$ cat config.mk
export PLATFORM = sky130hd
export DESIGN_NAME = hash_round_ctrl_flat
export DESIGN_NICKNAME = d
export VERILOG_FILES = /design/src/rtl/hash_round_ctrl_if.sv /design/src/rtl/hash_round_ctrl.sv /design/src/flat_wrapper.sv
export SDC_FILE = /design/constraint.sdc
export NUM_CORES = 1
export LEC_CHECK = 0
export CORE_MARGIN = 8
export CORE_UTILIZATION = 25
export DETAILED_ROUTE_END_ITERATION = 8
export DONT_BUFFER_PORTS = 1
export GPL_TIMING_DRIVEN = 0
export PLACE_DENSITY_LB_ADDON = 0.2
export SYNTH_ARGS = -nofsm -noshare
export SYNTH_HDL_FRONTEND = slang
export SYNTH_SLANG_ARGS = --single-unit
$ cat constraint.sdc
create_clock -name clk -period 8.3 [get_ports clk]
set_input_delay 2.075 -clock clk [delete_from_list [all_inputs] [get_ports clk]]
set_output_delay 2.075 -clock clk [all_outputs]
set_load 0.03 [all_outputs]
$ cat src/rtl/hash_round_ctrl_if.sv
// Handshake and data bundle between hash_round_ctrl and its message producer / digest consumer.
// The master side drives messages and out_ready; the slave side (the controller) drives everything else.
interface hash_round_ctrl_if;
    logic        in_valid;
    logic        in_ready;
    logic [7:0]  in0;
    logic [7:0]  in1;
    logic [7:0]  in2;
    logic [7:0]  in3;
    logic [7:0]  in4;
    logic [7:0]  in5;
    logic        out_valid;
    logic        out_ready;
    logic [63:0] digest;
    logic        busy;
    logic [2:0]  round_idx;

    modport master (
        output in_valid, in0, in1, in2, in3, in4, in5, out_ready,
        input  in_ready, out_valid, digest, busy, round_idx
    );

    modport slave (
        input  in_valid, in0, in1, in2, in3, in4, in5, out_ready,
        output in_ready, out_valid, digest, busy, round_idx
    );
endinterface

$ cat src/rtl/hash_round_ctrl.sv
// Eight-round, 16-bit-lane compression controller: accepts a 6-byte message, expands it to
// eight schedule words, runs one round per cycle and holds {a,b,c,d} until the consumer takes it.
module hash_round_ctrl #(
    parameter logic [15:0]  IV_A    = 16'h6A09,
    parameter logic [15:0]  IV_B    = 16'hBB67,
    parameter logic [15:0]  IV_C    = 16'h3C6E,
    parameter logic [15:0]  IV_D    = 16'hA54F,
    parameter logic [127:0] K_TABLE = {16'h428A, 16'h7137, 16'hB5C0, 16'hE9B5,
                                       16'h3956, 16'h59F1, 16'h923F, 16'hAB1C}
) (
    input  logic            clk,
    input  logic            rst_n,
    hash_round_ctrl_if.slave bus
);

    typedef enum logic [1:0] {
        IDLE  = 2'd0,
        LOAD  = 2'd1,
        ROUND = 2'd2,
        DONE  = 2'd3
    } state_t;

    state_t      state;
    logic        in_ready_q;
    logic        out_valid_q;
    logic        busy_q;
    logic [2:0]  round_idx_q;

    logic [15:0] a;
    logic [15:0] b;
    logic [15:0] c;
    logic [15:0] d;
    logic [15:0] m [4];
    logic [15:0] w [8];

    logic        accept;
    logic [2:0]  byte_cnt;
    logic [15:0] w4_next;
    logic [15:0] w5_next;
    logic [15:0] w6_next;
    logic [15:0] w7_next;

    logic [15:0] k_cur;
    logic [15:0] w_cur;
    logic [15:0] s1;
    logic [15:0] ch;
    logic [15:0] t1;
    logic [15:0] s0;
    logic [15:0] maj;
    logic [15:0] t2;
    logic [15:0] a_next;
    logic [15:0] c_next;

    function automatic logic [15:0] rotl(input logic [15:0] x, input logic [3:0] n);
        logic [31:0] t;
        t = {x, x} << n;
        return t[31:16];
    endfunction

    function automatic logic [15:0] ss(input logic [15:0] x);
        return rotl(x, 4'd2) ^ rotl(x, 4'd7) ^ (x >> 3);
    endfunction

    // K0 lives in the top 16 bits, so round r reads the slice counted down from the MSB.
    function automatic logic [15:0] k_of(input logic [2:0] r);
        return K_TABLE[{3'd7 - r, 4'b0000} +: 16];
    endfunction

    function automatic logic [2:0] count_nonzero(input logic [47:0] bytes);
        logic [2:0] n;
        n = 3'd0;
        for (int i = 0; i < 6; i++) begin
            if (bytes[8*i +: 8] != 8'h00) begin
                n = n + 3'd1;
            end
        end
        return n;
    endfunction

    assign accept = (state == IDLE) && in_ready_q && bus.in_valid;

    always_comb begin
        byte_cnt = count_nonzero({bus.in0, bus.in1, bus.in2, bus.in3, bus.in4, bus.in5});
    end

    // Schedule expansion chains through the freshly computed words, all from the captured M registers.
    always_comb begin
        w4_next = ss(m[1]) + m[3];
        w5_next = ss(m[2]) + w4_next;
        w6_next = ss(m[3]) + w5_next;
        w7_next = ss(w4_next) + w6_next;
    end

    always_comb begin
        k_cur  = k_of(round_idx_q);
        w_cur  = w[round_idx_q];
        s1     = rotl(c, 4'd2) + rotl(c, 4'd7);
        ch     = (b & c) | (~b & d);
        t1     = s1 ^ ch ^ (d & k_cur) ^ w_cur;
        s0     = rotl(a, 4'd5) + rotl(a, 4'd11);
        maj    = (a & b) | (b & c) | (c & a);
        t2     = maj | s0;
        a_next = t1 + t2;
        c_next = a_next + t1;
    end

    // Control FSM; handshake flags are registered so in_ready and out_valid follow the state exactly.
    always_ff @(posedge clk or negedge rst_n) begin
        if (!rst_n) begin
            state       <= IDLE;
            in_ready_q  <= 1'b1;
            out_valid_q <= 1'b0;
            busy_q      <= 1'b0;
            round_idx_q <= 3'd0;
        end else begin
            case (state)
                IDLE: begin
                    if (accept) begin
                        state      <= LOAD;
                        in_ready_q <= 1'b0;
                        busy_q     <= 1'b1;
                    end
                end
                LOAD: begin
                    state       <= ROUND;
                    round_idx_q <= 3'd0;
                end
                ROUND: begin
                    if (round_idx_q == 3'd7) begin
                        state       <= DONE;
                        round_idx_q <= 3'd0;
                        out_valid_q <= 1'b1;
                    end else begin
                        round_idx_q <= round_idx_q + 3'd1;
                    end
                end
                DONE: begin
                    if (bus.out_ready) begin
                        state       <= IDLE;
                        out_valid_q <= 1'b0;
                        busy_q      <= 1'b0;
                        in_ready_q  <= 1'b1;
                    end
                end
                default: begin
                    state       <= IDLE;
                    in_ready_q  <= 1'b1;
                    out_valid_q <= 1'b0;
                    busy_q      <= 1'b0;
                    round_idx_q <= 3'd0;
                end
            endcase
        end
    end

    always_ff @(posedge clk or negedge rst_n) begin
        if (!rst_n) begin
            a <= 16'h0000;
            b <= 16'h0000;
            c <= 16'h0000;
            d <= 16'h0000;
            for (int i = 0; i < 4; i++) begin
                m[i] <= 16'h0000;
            end
            for (int i = 0; i < 8; i++) begin
                w[i] <= 16'h0000;
            end
        end else begin
            if (accept) begin
                m[0] <= {bus.in0, bus.in1};
                m[1] <= {bus.in2, bus.in3};
                m[2] <= {bus.in4, bus.in5};
                m[3] <= {13'b0, byte_cnt};
            end
            if (state == LOAD) begin
                w[0] <= m[0];
                w[1] <= m[1];
                w[2] <= m[2];
                w[3] <= m[3];
                w[4] <= w4_next;
                w[5] <= w5_next;
                w[6] <= w6_next;
                w[7] <= w7_next;
                a    <= IV_A;
                b    <= IV_B;
                c    <= IV_C;
                d    <= IV_D;
            end
            // Working registers only move during ROUND, which keeps the digest frozen in DONE.
            if (state == ROUND) begin
                a <= a_next;
                b <= a_next;
                c <= c_next;
                d <= c_next;
            end
        end
    end

    assign bus.in_ready  = in_ready_q;
    assign bus.out_valid = out_valid_q;
    assign bus.busy      = busy_q;
    assign bus.round_idx = round_idx_q;
    assign bus.digest    = {a, b, c, d};

endmodule

$ cat src/flat_wrapper.sv
// flat-port wrapper written by rule: the top's interface ports become plain ports
module hash_round_ctrl_flat 
#(
    parameter logic [15:0]  IV_A    = 16'h6A09,
    parameter logic [15:0]  IV_B    = 16'hBB67,
    parameter logic [15:0]  IV_C    = 16'h3C6E,
    parameter logic [15:0]  IV_D    = 16'hA54F,
    parameter logic [127:0] K_TABLE = {16'h428A, 16'h7137, 16'hB5C0, 16'hE9B5,
                                       16'h3956, 16'h59F1, 16'h923F, 16'hAB1C}
)
  (clk, rst_n, bus_in_valid, bus_in0, bus_in1, bus_in2, bus_in3, bus_in4, bus_in5, bus_out_ready, bus_in_ready, bus_out_valid, bus_digest, bus_busy, bus_round_idx);
  hash_round_ctrl_if bus_i ();
  input  logic clk;
  input  logic rst_n;
  input wire logic [$bits(bus_i.in_valid)-1:0] bus_in_valid;
  input wire logic [$bits(bus_i.in0)-1:0] bus_in0;
  input wire logic [$bits(bus_i.in1)-1:0] bus_in1;
  input wire logic [$bits(bus_i.in2)-1:0] bus_in2;
  input wire logic [$bits(bus_i.in3)-1:0] bus_in3;
  input wire logic [$bits(bus_i.in4)-1:0] bus_in4;
  input wire logic [$bits(bus_i.in5)-1:0] bus_in5;
  input wire logic [$bits(bus_i.out_ready)-1:0] bus_out_ready;
  output wire logic [$bits(bus_i.in_ready)-1:0] bus_in_ready;
  output wire logic [$bits(bus_i.out_valid)-1:0] bus_out_valid;
  output wire logic [$bits(bus_i.digest)-1:0] bus_digest;
  output wire logic [$bits(bus_i.busy)-1:0] bus_busy;
  output wire logic [$bits(bus_i.round_idx)-1:0] bus_round_idx;
  assign bus_i.in_valid = bus_in_valid;
  assign bus_i.in0 = bus_in0;
  assign bus_i.in1 = bus_in1;
  assign bus_i.in2 = bus_in2;
  assign bus_i.in3 = bus_in3;
  assign bus_i.in4 = bus_in4;
  assign bus_i.in5 = bus_in5;
  assign bus_i.out_ready = bus_out_ready;
  assign bus_in_ready = bus_i.in_ready;
  assign bus_out_valid = bus_i.out_valid;
  assign bus_digest = bus_i.digest;
  assign bus_busy = bus_i.busy;
  assign bus_round_idx = bus_i.round_idx;
  hash_round_ctrl #(.IV_A(IV_A), .IV_B(IV_B), .IV_C(IV_C), .IV_D(IV_D), .K_TABLE(K_TABLE)) u_core (.clk(clk), .rst_n(rst_n), .bus(bus_i));
endmodule
Word level (Yosys, flattened, before mapping)

Cells that the tools add are included.

Input bits: 52
Word-level logic and storage cells: 112
Register bits: 238
Output and inout bits: 70

$lt $le $gt $ge: 1
Add/sub/neg operators: 15
Equality and inequality tests: 7
Reductions and logical operators: 15
Shift operators: 1
Mux-type cells: 31
Bitwise operators: 21

Operators by type and width:

| cell                                                                            | count |
|---|---|
| 16-bit 2-to-1 mux                                                               | 10 |
| 128-bit by 8-bit variable part select with 16-bit output (first input constant) | 1 |
| 16-bit adder                                                                    | 7 |
| 16-bit XOR                                                                      | 6 |
| 16-bit bitwise AND                                                              | 5 |
| 16-bit OR                                                                       | 4 |
| 16-bit binary-select mux with 3-bit select                                      | 1 |
| 8-bit nonzero test                                                              | 6 |
| 16-bit by 13-bit XOR with 16-bit output                                         | 3 |
| 3-bit 2-to-1 mux                                                                | 6 |
| 16-bit by 3-bit adder with 16-bit output                                        | 1 |
| 16-bit NOT                                                                      | 1 |
| 3-bit by 1-bit adder with 3-bit output (second input constant)                  | 5 |
| 5-bit by 10-bit XOR with 10-bit output                                          | 1 |
| 3-bit AND reduction                                                             | 3 |
| 2-bit case mux with 4 select lines                                              | 1 |
| 1-bit 2-to-1 mux                                                                | 6 |
| 2-bit 2-to-1 mux                                                                | 3 |
| 1-bit case mux with 2 select lines                                              | 3 |
| 3-bit case mux with 2 select lines                                              | 1 |
| 2-bit nonzero test                                                              | 3 |
| 2-bit equality test (second input constant)                                     | 2 |
| 4-bit greater-or-equal comparator (second input constant)                       | 1 |
| 2-bit by 1-bit inequality test with 1-bit output (second input constant)        | 2 |
| 8 further kinds                                                                 | 9 |

Logic depth before layout (Yosys ltp)

Gate-level depths: netlist (run 1).

Depth after elaboration: 12
Gate-level depth with buffers: 32
Gate-level depth less buffers: 31

Worst setup path before layout (run 1)

OpenSTA, ideal clock, no wires.

Kind: flip-flop to flip-flop
Start point: register u_core.round_idx_q[0] (netlist: u_core.bus.round_idx[0])
End point: register u_core.c[15]
Arrival: 6.086 ns
Path slack: 2.093 ns
Path buffers: 2
Library setup time: 0.121 ns
Cell stages (with the launch flop): 31
Required time: 8.179 ns
Clock period less this slack: 6.207 ns
Cells stage by stage: dfrtp_1 -> clkbuf_1 -> inv_1 -> clkbuf_1 -> ha_1 -> nand2_1 -> o21ai_0 -> nand2_1 -> xnor2_1 -> a21oi_1 -> xnor2_1 -> ha_1 -> fa_1 -> a21o_1 -> a21oi_1 -> o21bai_1 -> a21oi_1 -> o21bai_1 -> a21oi_1 -> o21bai_1 -> a21oi_1 -> o21bai_1 -> a21o_1 -> xor2_1 -> ha_1 -> nand2_1 -> o41ai_1 -> a21o_1 -> a21oi_1 -> xnor2_1 -> a22o_1

Longest elaborated chain between the ends: 8
Elaborated cells on any way between the ends: 12
Classes of those cells: 3 x add/sub; 1 x shift; 4 x mux; 4 x bitwise

Ends and longest elaborated chain:

| item                                                                                                                          | line                                         | text |
|---|---|---|
| from (decl)                                                                                                                   | hash_round_ctrl.sv:27                        | `logic [2:0] round_idx_q;` |
| from (signal assigned)                                                                                                        | hash_round_ctrl.sv:134                       | `round_idx_q <= round_idx_q + 3'd1;` |
| 3-bit subtractor / 3-bit NOT with 4-bit output (equally long branches)                                                        | hash_round_ctrl.sv:66, hash_round_ctrl.sv:96 |  |
| 128-bit by 8-bit variable part select with 16-bit output / 16-bit binary-select mux with 3-bit select (equally long branches) | hash_round_ctrl.sv:66, hash_round_ctrl.sv:96 |  |
| 16-bit bitwise AND / 16-bit 2-to-1 mux (equally long branches)                                                                | hash_round_ctrl.sv:99, hash_round_ctrl.sv:96 |  |
| 16-bit XOR / 16-bit 2-to-1 mux (equally long branches)                                                                        | hash_round_ctrl.sv:99, hash_round_ctrl.sv:96 |  |
| 16-bit XOR (*)                                                                                                                | hash_round_ctrl.sv:99                        | `t1 = s1 ^ ch ^ (d & k_cur) ^ w_cur;` |
| 16-bit adder                                                                                                                  | hash_round_ctrl.sv:103                       | `a_next = t1 + t2;` |
| 16-bit adder (*)                                                                                                              | hash_round_ctrl.sv:104                       | `c_next = a_next + t1;` |
| 16-bit 2-to-1 mux (*)                                                                                                         | hash_round_ctrl.sv:190                       | `if (state == ROUND) begin` |
| to (signal assigned)                                                                                                          | hash_round_ctrl.sv:193                       | `c <= c_next;` |
| to (decl)                                                                                                                     | hash_round_ctrl.sv:31                        | `logic [15:0] c;` |

Every way passes the cells marked *; elsewhere a longest branch is shown, timed or not. The select of a mux whose other input is x is not followed.
A chain may end at the register's enable or synchronous reset.

Final worst setup path (run 1)

Start point: register u_core.round_idx_q[1] (netlist: u_core.bus.round_idx[1])
End point: register u_core.d[14]

Longest elaborated chain between the ends: 8
Elaborated cells on any way between the ends: 12
Classes of those cells: 3 x add/sub; 1 x shift; 4 x mux; 4 x bitwise

Ends and longest elaborated chain:

| item                                                                                                                          | line                                         | text |
|---|---|---|
| 3-bit subtractor / 3-bit NOT with 4-bit output (equally long branches)                                                        | hash_round_ctrl.sv:66, hash_round_ctrl.sv:96 |  |
| 128-bit by 8-bit variable part select with 16-bit output / 16-bit binary-select mux with 3-bit select (equally long branches) | hash_round_ctrl.sv:66, hash_round_ctrl.sv:96 |  |
| 16-bit bitwise AND / 16-bit 2-to-1 mux (equally long branches)                                                                | hash_round_ctrl.sv:99, hash_round_ctrl.sv:96 |  |
| 16-bit XOR / 16-bit 2-to-1 mux (equally long branches)                                                                        | hash_round_ctrl.sv:99, hash_round_ctrl.sv:96 |  |
| 16-bit XOR (*)                                                                                                                | hash_round_ctrl.sv:99                        |  |
| 16-bit adder                                                                                                                  | hash_round_ctrl.sv:103                       |  |
| 16-bit adder (*)                                                                                                              | hash_round_ctrl.sv:104                       |  |
| 16-bit 2-to-1 mux (*)                                                                                                         | hash_round_ctrl.sv:190                       |  |
| to (signal assigned)                                                                                                          | hash_round_ctrl.sv:194                       | `d <= c_next;` |
| to (decl)                                                                                                                     | hash_round_ctrl.sv:32                        | `logic [15:0] d;` |

Marked as above.

==> results of run 1 <==
worst max-delay path, stage by stage (launching register included):
cell,delay (ns)
sky130_fd_sc_hd__dfrtp_1,0.71
sky130_fd_sc_hd__clkbuf_1,0.43
sky130_fd_sc_hd__clkbuf_1,0.70
sky130_fd_sc_hd__buf_1,0.57
sky130_fd_sc_hd__mux4_2,0.42
sky130_fd_sc_hd__a21oi_1,0.27
sky130_fd_sc_hd__xnor2_1,0.20
sky130_fd_sc_hd__xnor2_1,0.12
sky130_fd_sc_hd__ha_1,0.24
sky130_fd_sc_hd__fa_1,0.42
sky130_fd_sc_hd__a21o_1,0.18
sky130_fd_sc_hd__a21oi_1,0.22
sky130_fd_sc_hd__o21bai_1,0.10
sky130_fd_sc_hd__a21oi_1,0.23
sky130_fd_sc_hd__o21bai_1,0.10
sky130_fd_sc_hd__a21oi_1,0.24
sky130_fd_sc_hd__o21bai_1,0.10
sky130_fd_sc_hd__a21oi_1,0.23
sky130_fd_sc_hd__o21bai_1,0.09
sky130_fd_sc_hd__a21o_1,0.21
sky130_fd_sc_hd__o311ai_0,0.72
sky130_fd_sc_hd__ha_1,0.38
sky130_fd_sc_hd__or3_1,0.43
sky130_fd_sc_hd__a41o_1,0.24
per-stage QoR:
step	util	setup slack [ns]	area [µm²]	hold slack (ns)
2_1_floorplan	-	2.09	15500	0.473
3_3_place_gp	0.268	0.488	16500	0.486
3_5_place_dp	0.268	0.456	16500	0.490
4_1_cts	0.282	0.418	17400	0.503
5_1_grt	0.282	0.0716	17400	0.512
6_report	0.282	0.629	17400	0.501
area by class of cell:
cell class                      count  share of cell area
Multi-Input combinational cell   1097               0.540
Sequential cell                   219               0.316
Tap cell                          790              0.0569
Clock buffer                       39              0.0444
Buffer                             67              0.0198
Inverter                           74              0.0160
Clock inverter                      6             0.00692
routing by layer:
metal | global-route usage | share of wire
met5 | 0 | 0
met4 | 0.0291 | 0.019
met3 | 0.0263 | 0.050
met2 | 0.240 | 0.48
met1 | 0.192 | 0.46
flip-flops by register name, summed over array words and instances, names as in the netlist:
name                  cells
u_core.m                 51
u_core.bus.busy           1
u_core.bus.round_idx      3
u_core.a                  9
u_core.b                 16
u_core.w                113
u_core.bus.in_ready       1
u_core.state              2
u_core.d                 16
u_core.c                  6
u_core.bus.out_valid      1
cells by family (layout without fill, tap and decap cells):
kind of cell,count (synthesis),count (layout),share of synthesized area
and+or+nand+nor,249,249,0.0801
DFF,219,219,0.354
buffers and inverters,141,186,0.0401
xor gates and xnor gates,208,208,0.130
AOI/OAI and AO/OA,325,325,0.141
adders and majority gates,124,124,0.104
muxes,191,191,0.151
placed cells by master (no fill, tap or decap), drive strengths merged, types with 5 or more instances in the layout:
master and count:
dfrtp 218, mux2 163, xnor2 148, ha 116, a21oi 91, o21ai 80, clkbuf 80, inv 74
nand2 71, nor2 70, xor2 51, a21o 29, buf 26, nand3 17, mux4 17, nor2b 16
nor4 16, nor3 16, a21boi 15, o21bai 14, o22a 12, a22o 12, a221o 12, mux2i 11
o21a 9, a31oi 9, nand2b 9, fa 8, or3 7, o211ai 6, xnor3 5, a211oi 5
timing repair:
action / in CTS / in global routing
setup endpoints to repair: 0 / 3
endpoints found under the hold margin: 0 / 0
resized for setup: 0 / 3
how the worst max path moves through the flow:
stage                                        from           end  slack (ns)  depth (start not counted)
final                     u_core.bus.round_idx[1]  u_core.d[14]        0.63                         23
after global routing      u_core.bus.round_idx[1]  u_core.d[15]        0.07                         27
after CTS                 u_core.bus.round_idx[0]  u_core.d[14]        0.42                         26
after detailed placement  u_core.bus.round_idx[0]  u_core.d[14]        0.46                         26
after global placement    u_core.bus.round_idx[0]  u_core.d[14]        0.49                         26
after floorplan           u_core.bus.round_idx[0]  u_core.c[15]        2.09                         30
synth_stat cells (8+ instances only):
cell type | number | area share
sky130_fd_sc_hd__fa_1 | 8 | 0.010
sky130_fd_sc_hd__o21a_1 | 9 | 0.0044
sky130_fd_sc_hd__nor2_1 | 69 | 0.017
sky130_fd_sc_hd__a21o_1 | 29 | 0.014
sky130_fd_sc_hd__dfrtp_1 | 218 | 0.35
sky130_fd_sc_hd__xor2_1 | 49 | 0.028
sky130_fd_sc_hd__nor2b_1 | 16 | 0.0065
sky130_fd_sc_hd__nand2_1 | 70 | 0.017
sky130_fd_sc_hd__a21oi_1 | 89 | 0.029
sky130_fd_sc_hd__a221o_1 | 11 | 0.0071
sky130_fd_sc_hd__o22a_1 | 12 | 0.0068
sky130_fd_sc_hd__inv_1 | 73 | 0.018
sky130_fd_sc_hd__nand3_1 | 17 | 0.0055
sky130_fd_sc_hd__a21boi_0 | 14 | 0.0068
sky130_fd_sc_hd__clkbuf_1 | 40 | 0.0097
sky130_fd_sc_hd__nand2b_1 | 9 | 0.0036
sky130_fd_sc_hd__a31oi_1 | 9 | 0.0036
sky130_fd_sc_hd__ha_1 | 116 | 0.094
sky130_fd_sc_hd__o21bai_1 | 14 | 0.0068
sky130_fd_sc_hd__buf_4 | 17 | 0.0082
sky130_fd_sc_hd__a22o_1 | 12 | 0.0068
sky130_fd_sc_hd__nor4_1 | 16 | 0.0065
sky130_fd_sc_hd__mux2_2 | 163 | 0.12
sky130_fd_sc_hd__o21ai_0 | 79 | 0.026
sky130_fd_sc_hd__nor3_1 | 14 | 0.0045
sky130_fd_sc_hd__xnor2_1 | 144 | 0.081
sky130_fd_sc_hd__mux4_2 | 17 | 0.025
sky130_fd_sc_hd__mux2i_1 | 10 | 0.0065
power by group through the flow:
stage | combinational (mW) | clock (mW) | sequential [mW]
detailed placement | 0.00357 | 0 | 1.09
global route | 0.00406 | 1.29 | 1.07
CTS | 0.00362 | 1.25 | 1.07
floorplan | 0.00309 | 0 | 1.09
global placement | 0.00352 | 0 | 1.09
finish | 0.00357 | 1.21 | 1.07
==> metrics, run 1 <==
Detail Route Antenna Nets 0; fraction of synthesis flops using an asynchronous set or reset pin 1.00; EDFF count, synth 0; number of cells in the design after placement around 2.2k; first-pass GRT wire length roughly 77 mm; vias in the first global route 11.5k; power density cells 131 nW/µm²; final HPWL from detailed placement 40.5 mm; number of flip-flops and latches in the synthesized netlist around 220; Post-CTS Hold Buffers 0; clock net sink count roughly 220; worst slew margin relative to its limit 0.232; clock-pin slew reported for the worst setup and hold paths after clock tree synthesis around 0.06 ns; die width approximately 260 µm; RSZ-0062 raised after global routing no; Port-buffer cells 0; total wire length after detailed routing just over 50 mm; setup TNS after final layout 0 ns; worst min-delay path category flip-flop to flip-flop; clk buf depth 3; syn avg cell area 10.6 µm²; top_reg_cell synth sky130_fd_sc_hd__dfrtp_1; power share of the combinational group 0.002; top-level port count 122; share of post-route cells with drive strength above 1 0.182; Max rail drop VDD around 160 µV; internal portion of total power 1.80 mW; filler cell count in the final layout ~6.4k; total clock buffers created by CTS 27; maximum number of pins on one net before global-route repair 220; Synthesized Nets approximately 1.6k; slew at the pin closest to its max-slew limit 1.14 ns; number of antenna violations at the first check in global routing 0; power dissipated by switching net loads 0.479 mW; arrival time worst endpoint about 8 ns; Site Rows 91; final critical delay including setup and external delays around 7.7 ns; number of maximum-capacitance violations 0; status complete, no violations; Via-to-Cell Ratio about 4.9; y dimension of the die around 260 µm; CTS root buf sky130_fd_sc_hd__clkbuf_16; DRT iter0 DRCs 707; worst-case reg-to-reg path depth 23; detail-routed net length per standard cell 22.4 µm; final layout net count between 1.5k and 2k; CTS tree done; leakage power figure 8.11 nW; via count between 10k and 15k; number of cells traversed by the worst hold path 1; share of the clock period used by the worst path after layout 0.924; antenna cells 0; full die area roughly 70000 µm²; overall routing resource usage 0.143; number of setup violations in the final report 0; reg2reg setup slack approximately 0.63 ns; Layout Area Growth over Synthesis 12.1%; synthesized instance count 1457; fmax between 0.1 and 0.15 GHz; area of combinational cells with multiple inputs 9390 µm²; critical path required time around 8.8 ns; total gr overflow 0; startpoint type of the worst setup path flip-flop; count of distinct cell types in the synthesized netlist 86; total area of sequential cells about 5500 µm²; Hold Vio Cnt, Final 0; Final Instance Count excl. Fillers around 2.3k; Yosys Warn Count 0; Post-Route Skew between 0.008 and 0.009 ns; number of levels in the clock H-tree 1; switching power share of the total 0.210; core area approximately 61000 µm²; Routability Congestion 0.834; cell area after technology mapping ~15000 µm²; startpoint of the most critical register-to-register path u_core.bus.round_idx[1]; Final Slew Violations 0; sequential element share of the synthesized area 0.354; critical setup path kind flip-flop to flip-flop; starting density of the core 0.252; Worst Hold Path EP u_core.w[20]; worst skew pair latency ~0.56 ns; portion of total power attributed to the clock network 0.530; post-detailed-route DRC marker count 0; first-pass iteration count of the detailed router 5; crit end category flip-flop; endpoint of the lowest-slack register-to-register path u_core.d[14]; share of power burned in registers 0.468; launch instance of the worst min-delay path u_core.w[20]; setup repair bufs after CTS 0; biggest fanout along the worst timing path 10; Final Total Pwr 2.28 mW
(Power assumes the default switching activity.)
==> inputs of run 2 (changes only) <==
- CORE_UTILIZATION: 25 -> 67
- CTS_BUF_LIST: default -> sky130_fd_sc_hd__clkbuf_2
- MAX_ROUTING_LAYER: default -> met4
==> metrics, run 2 (synthesis gave the netlist of run 1 again) <==
clock net sink count 219; Worst Hold Path EP u_core.w[114]; number of antenna violations at the first check in global routing 1; number of maximum-capacitance violations 0; die width 168 µm; CTS tree done; share of post-route cells with drive strength above 1 0.205; final critical delay including setup and external delays between 7 and 8 ns; via count 11.9k; grt met1 use 0.385; clk buf depth 3; critical setup path kind flip-flop to flip-flop; top-level port count roughly 120; Fin Hold WS between 0.5 and 0.6 ns; Via-to-Cell Ratio approximately 6.5; Site Rows 55; Post-Route Skew approximately 0.07 ns; core area 22600 µm²; detail-routed net length per standard cell ~24 µm; total gr overflow 0; CTS root buf sky130_fd_sc_hd__clkbuf_2; number of levels in the clock H-tree 2; total clock buffers created by CTS 57; launch instance of the worst min-delay path u_core.m[50]; post-detailed-route DRC marker count 0; leakage power figure about 8.0 nW; final layout net count around 1.7k; status complete, no violations; worst-case reg-to-reg path depth 26; Max rail drop VDD roughly 110 µV; filler cell count in the final layout around 1.7k; met2 global-route usage 0.489; starting density of the core 0.684; Hold Vio Cnt, Final 0; most frequent cells in the layout sky130_fd_sc_hd__dfrtp_1 (218), sky130_fd_sc_hd__mux2_2 (163), sky130_fd_sc_hd__xnor2_1 (144); worst slew margin relative to its limit 0.252; area of combinational cells with multiple inputs 9390 µm²; first-pass iteration count of the detailed router 8; total wire length after detailed routing between 40 and 50 mm; endpoint of the lowest-slack register-to-register path u_core.d[14]; arrival time worst endpoint ~8.3 ns; startpoint type of the worst setup path flip-flop; final HPWL from detailed placement 33.6 mm; Layout Utilization 0.720; largest registers in the final layout u_core.w: 113 flops, u_core.m: 51 flops; fraction of met3 tracks used by global routing 0.0723; register ranked first by flip-flop count u_core.w; reg2reg setup slack ~0.75 ns; share of the clock period used by the worst path after layout 0.909; startpoint of the most critical register-to-register path u_core.bus.round_idx[1]; slew at the pin closest to its max-slew limit between 1 and 1.5 ns; setup repair bufs after CTS 0; biggest fanout along the worst timing path 10; busiest layer in global routing met2; number of cells traversed by the worst hold path 1; clock-pin slew reported for the worst setup and hold paths after clock tree synthesis around 0.10 ns; worst skew pair latency approximately 0.90 ns; Detail Route Antenna Nets 0; number of setup violations in the final report 0; Port-buffer cells 0; critical path required time slightly above 9 ns; crit end category flip-flop; Routability Congestion 0.966; fmax ~0.13 GHz; vias in the first global route about 12k; power density cells between 100 and 150 nW/µm²; maximum number of pins on one net before global-route repair 220; setup TNS after final layout 0 ns; DRT iter0 DRCs 1136; most frequent standard cell in the layout excluding fill and tap cells sky130_fd_sc_hd__dfrtp_1; Post-CTS Hold Buffers 0; flip-flop count of the largest register, all copies and words added 113; Layout Area Growth over Synthesis 5.23%; first-pass GRT wire length around 68 mm; worst min-delay path category flip-flop to flip-flop; overall routing resource usage 0.314; Final Slew Violations 0; y dimension of the die 168 µm; RSZ-0062 raised after global routing no; total area of sequential cells between 5000 and 6000 µm²; full die area 28200 µm²
-- run 2: cell types whose count changed in the layout (fill, tap and decap cells not counted), moves of 5 or more --
cell / delta
sky130_fd_sc_hd__clkbuf_8: -5
sky130_fd_sc_hd__clkbuf_2: +78
sky130_fd_sc_hd__clkbuf_16: -27
sky130_fd_sc_hd__clkinv_1: +10
sky130_fd_sc_hd__clkbuf_1: -7
-- run 2: per-layer routing --
metal	part of all wire	routed length, µm
met1	0.40	17500
met2	0.46	20100
met3	0.091	3960
met4	0.040	1720
met5	0	0
-- run 2: worst max path at each step --
stage	end	start
2_1_floorplan	u_core.c[15]	u_core.bus.round_idx[0]
3_3_place_gp	u_core.d[14]	u_core.bus.round_idx[0]
3_5_place_dp	u_core.d[14]	u_core.bus.round_idx[0]
4_1_cts	u_core.d[14]	u_core.bus.round_idx[0]
5_1_grt	u_core.c[15]	u_core.bus.round_idx[1]
6_report	u_core.d[14]	u_core.bus.round_idx[1]
-- run 2: worst max-delay path: stages (launching register included) --
cell and delay, ns:
sky130_fd_sc_hd__dfrtp_1 0.62, sky130_fd_sc_hd__clkbuf_1 0.41, sky130_fd_sc_hd__clkbuf_1 0.48, sky130_fd_sc_hd__inv_1 0.27, sky130_fd_sc_hd__ha_1 0.41, sky130_fd_sc_hd__nand2_1 0.09
sky130_fd_sc_hd__o21ai_0 0.36, sky130_fd_sc_hd__nand2_1 0.15, sky130_fd_sc_hd__xnor2_1 0.16, sky130_fd_sc_hd__a21oi_1 0.24, sky130_fd_sc_hd__xnor2_1 0.13, sky130_fd_sc_hd__ha_1 0.22
sky130_fd_sc_hd__fa_1 0.40, sky130_fd_sc_hd__a21o_1 0.17, sky130_fd_sc_hd__a21oi_1 0.22, sky130_fd_sc_hd__o21bai_1 0.09, sky130_fd_sc_hd__a21oi_1 0.24, sky130_fd_sc_hd__o21bai_1 0.09
sky130_fd_sc_hd__a21oi_1 0.24, sky130_fd_sc_hd__o21bai_1 0.10, sky130_fd_sc_hd__a21oi_1 0.24, sky130_fd_sc_hd__o21bai_1 0.10, sky130_fd_sc_hd__a21o_1 0.21, sky130_fd_sc_hd__o311ai_0 0.79
sky130_fd_sc_hd__ha_1 0.38, sky130_fd_sc_hd__or3_1 0.38, sky130_fd_sc_hd__a41o_1 0.23
-- run 2: repair_timing --
| action | 4_1_cts | 5_1_grt |
|---|---|---|
| gates resized for setup | 0 | 3 |
| endpoints found under the hold margin | 0 | 0 |
| setup endpoints to repair | 0 | 2 |
-- run 2: area by class of cell --
cell class	count	area share
diodes	1	0.000154
plain buffers	67	0.0211
clock buffers	78	0.0240
clock inverters	13	0.00368
inverters	74	0.0170
multi-input cells	1097	0.576
flip-flops and latches	219	0.336
well taps	285	0.0219
-- run 2: where the power goes --
group | switching, mW | internal (mW)
sequential | 0 | 1.07
clock | 0.454 | 0.251
combinational | 0.00166 | 0.00204
total | 0.456 | 1.32
-- run 2: through the flow --
step / instance area [µm²] / total power, mW / std cells / setup slack (ns)
final: 16300 / 1.77 / 1834 / 0.754
after detailed placement: 15800 / 1.09 / 1742 / 0.569
after global routing: 16300 / 1.84 / 1834 / 0.282
after CTS: 16300 / 1.79 / 1833 / 0.564
after floorplan: 15500 / 1.09 / 1457 / 2.09
after global placement: 15800 / 1.09 / 1742 / 0.576
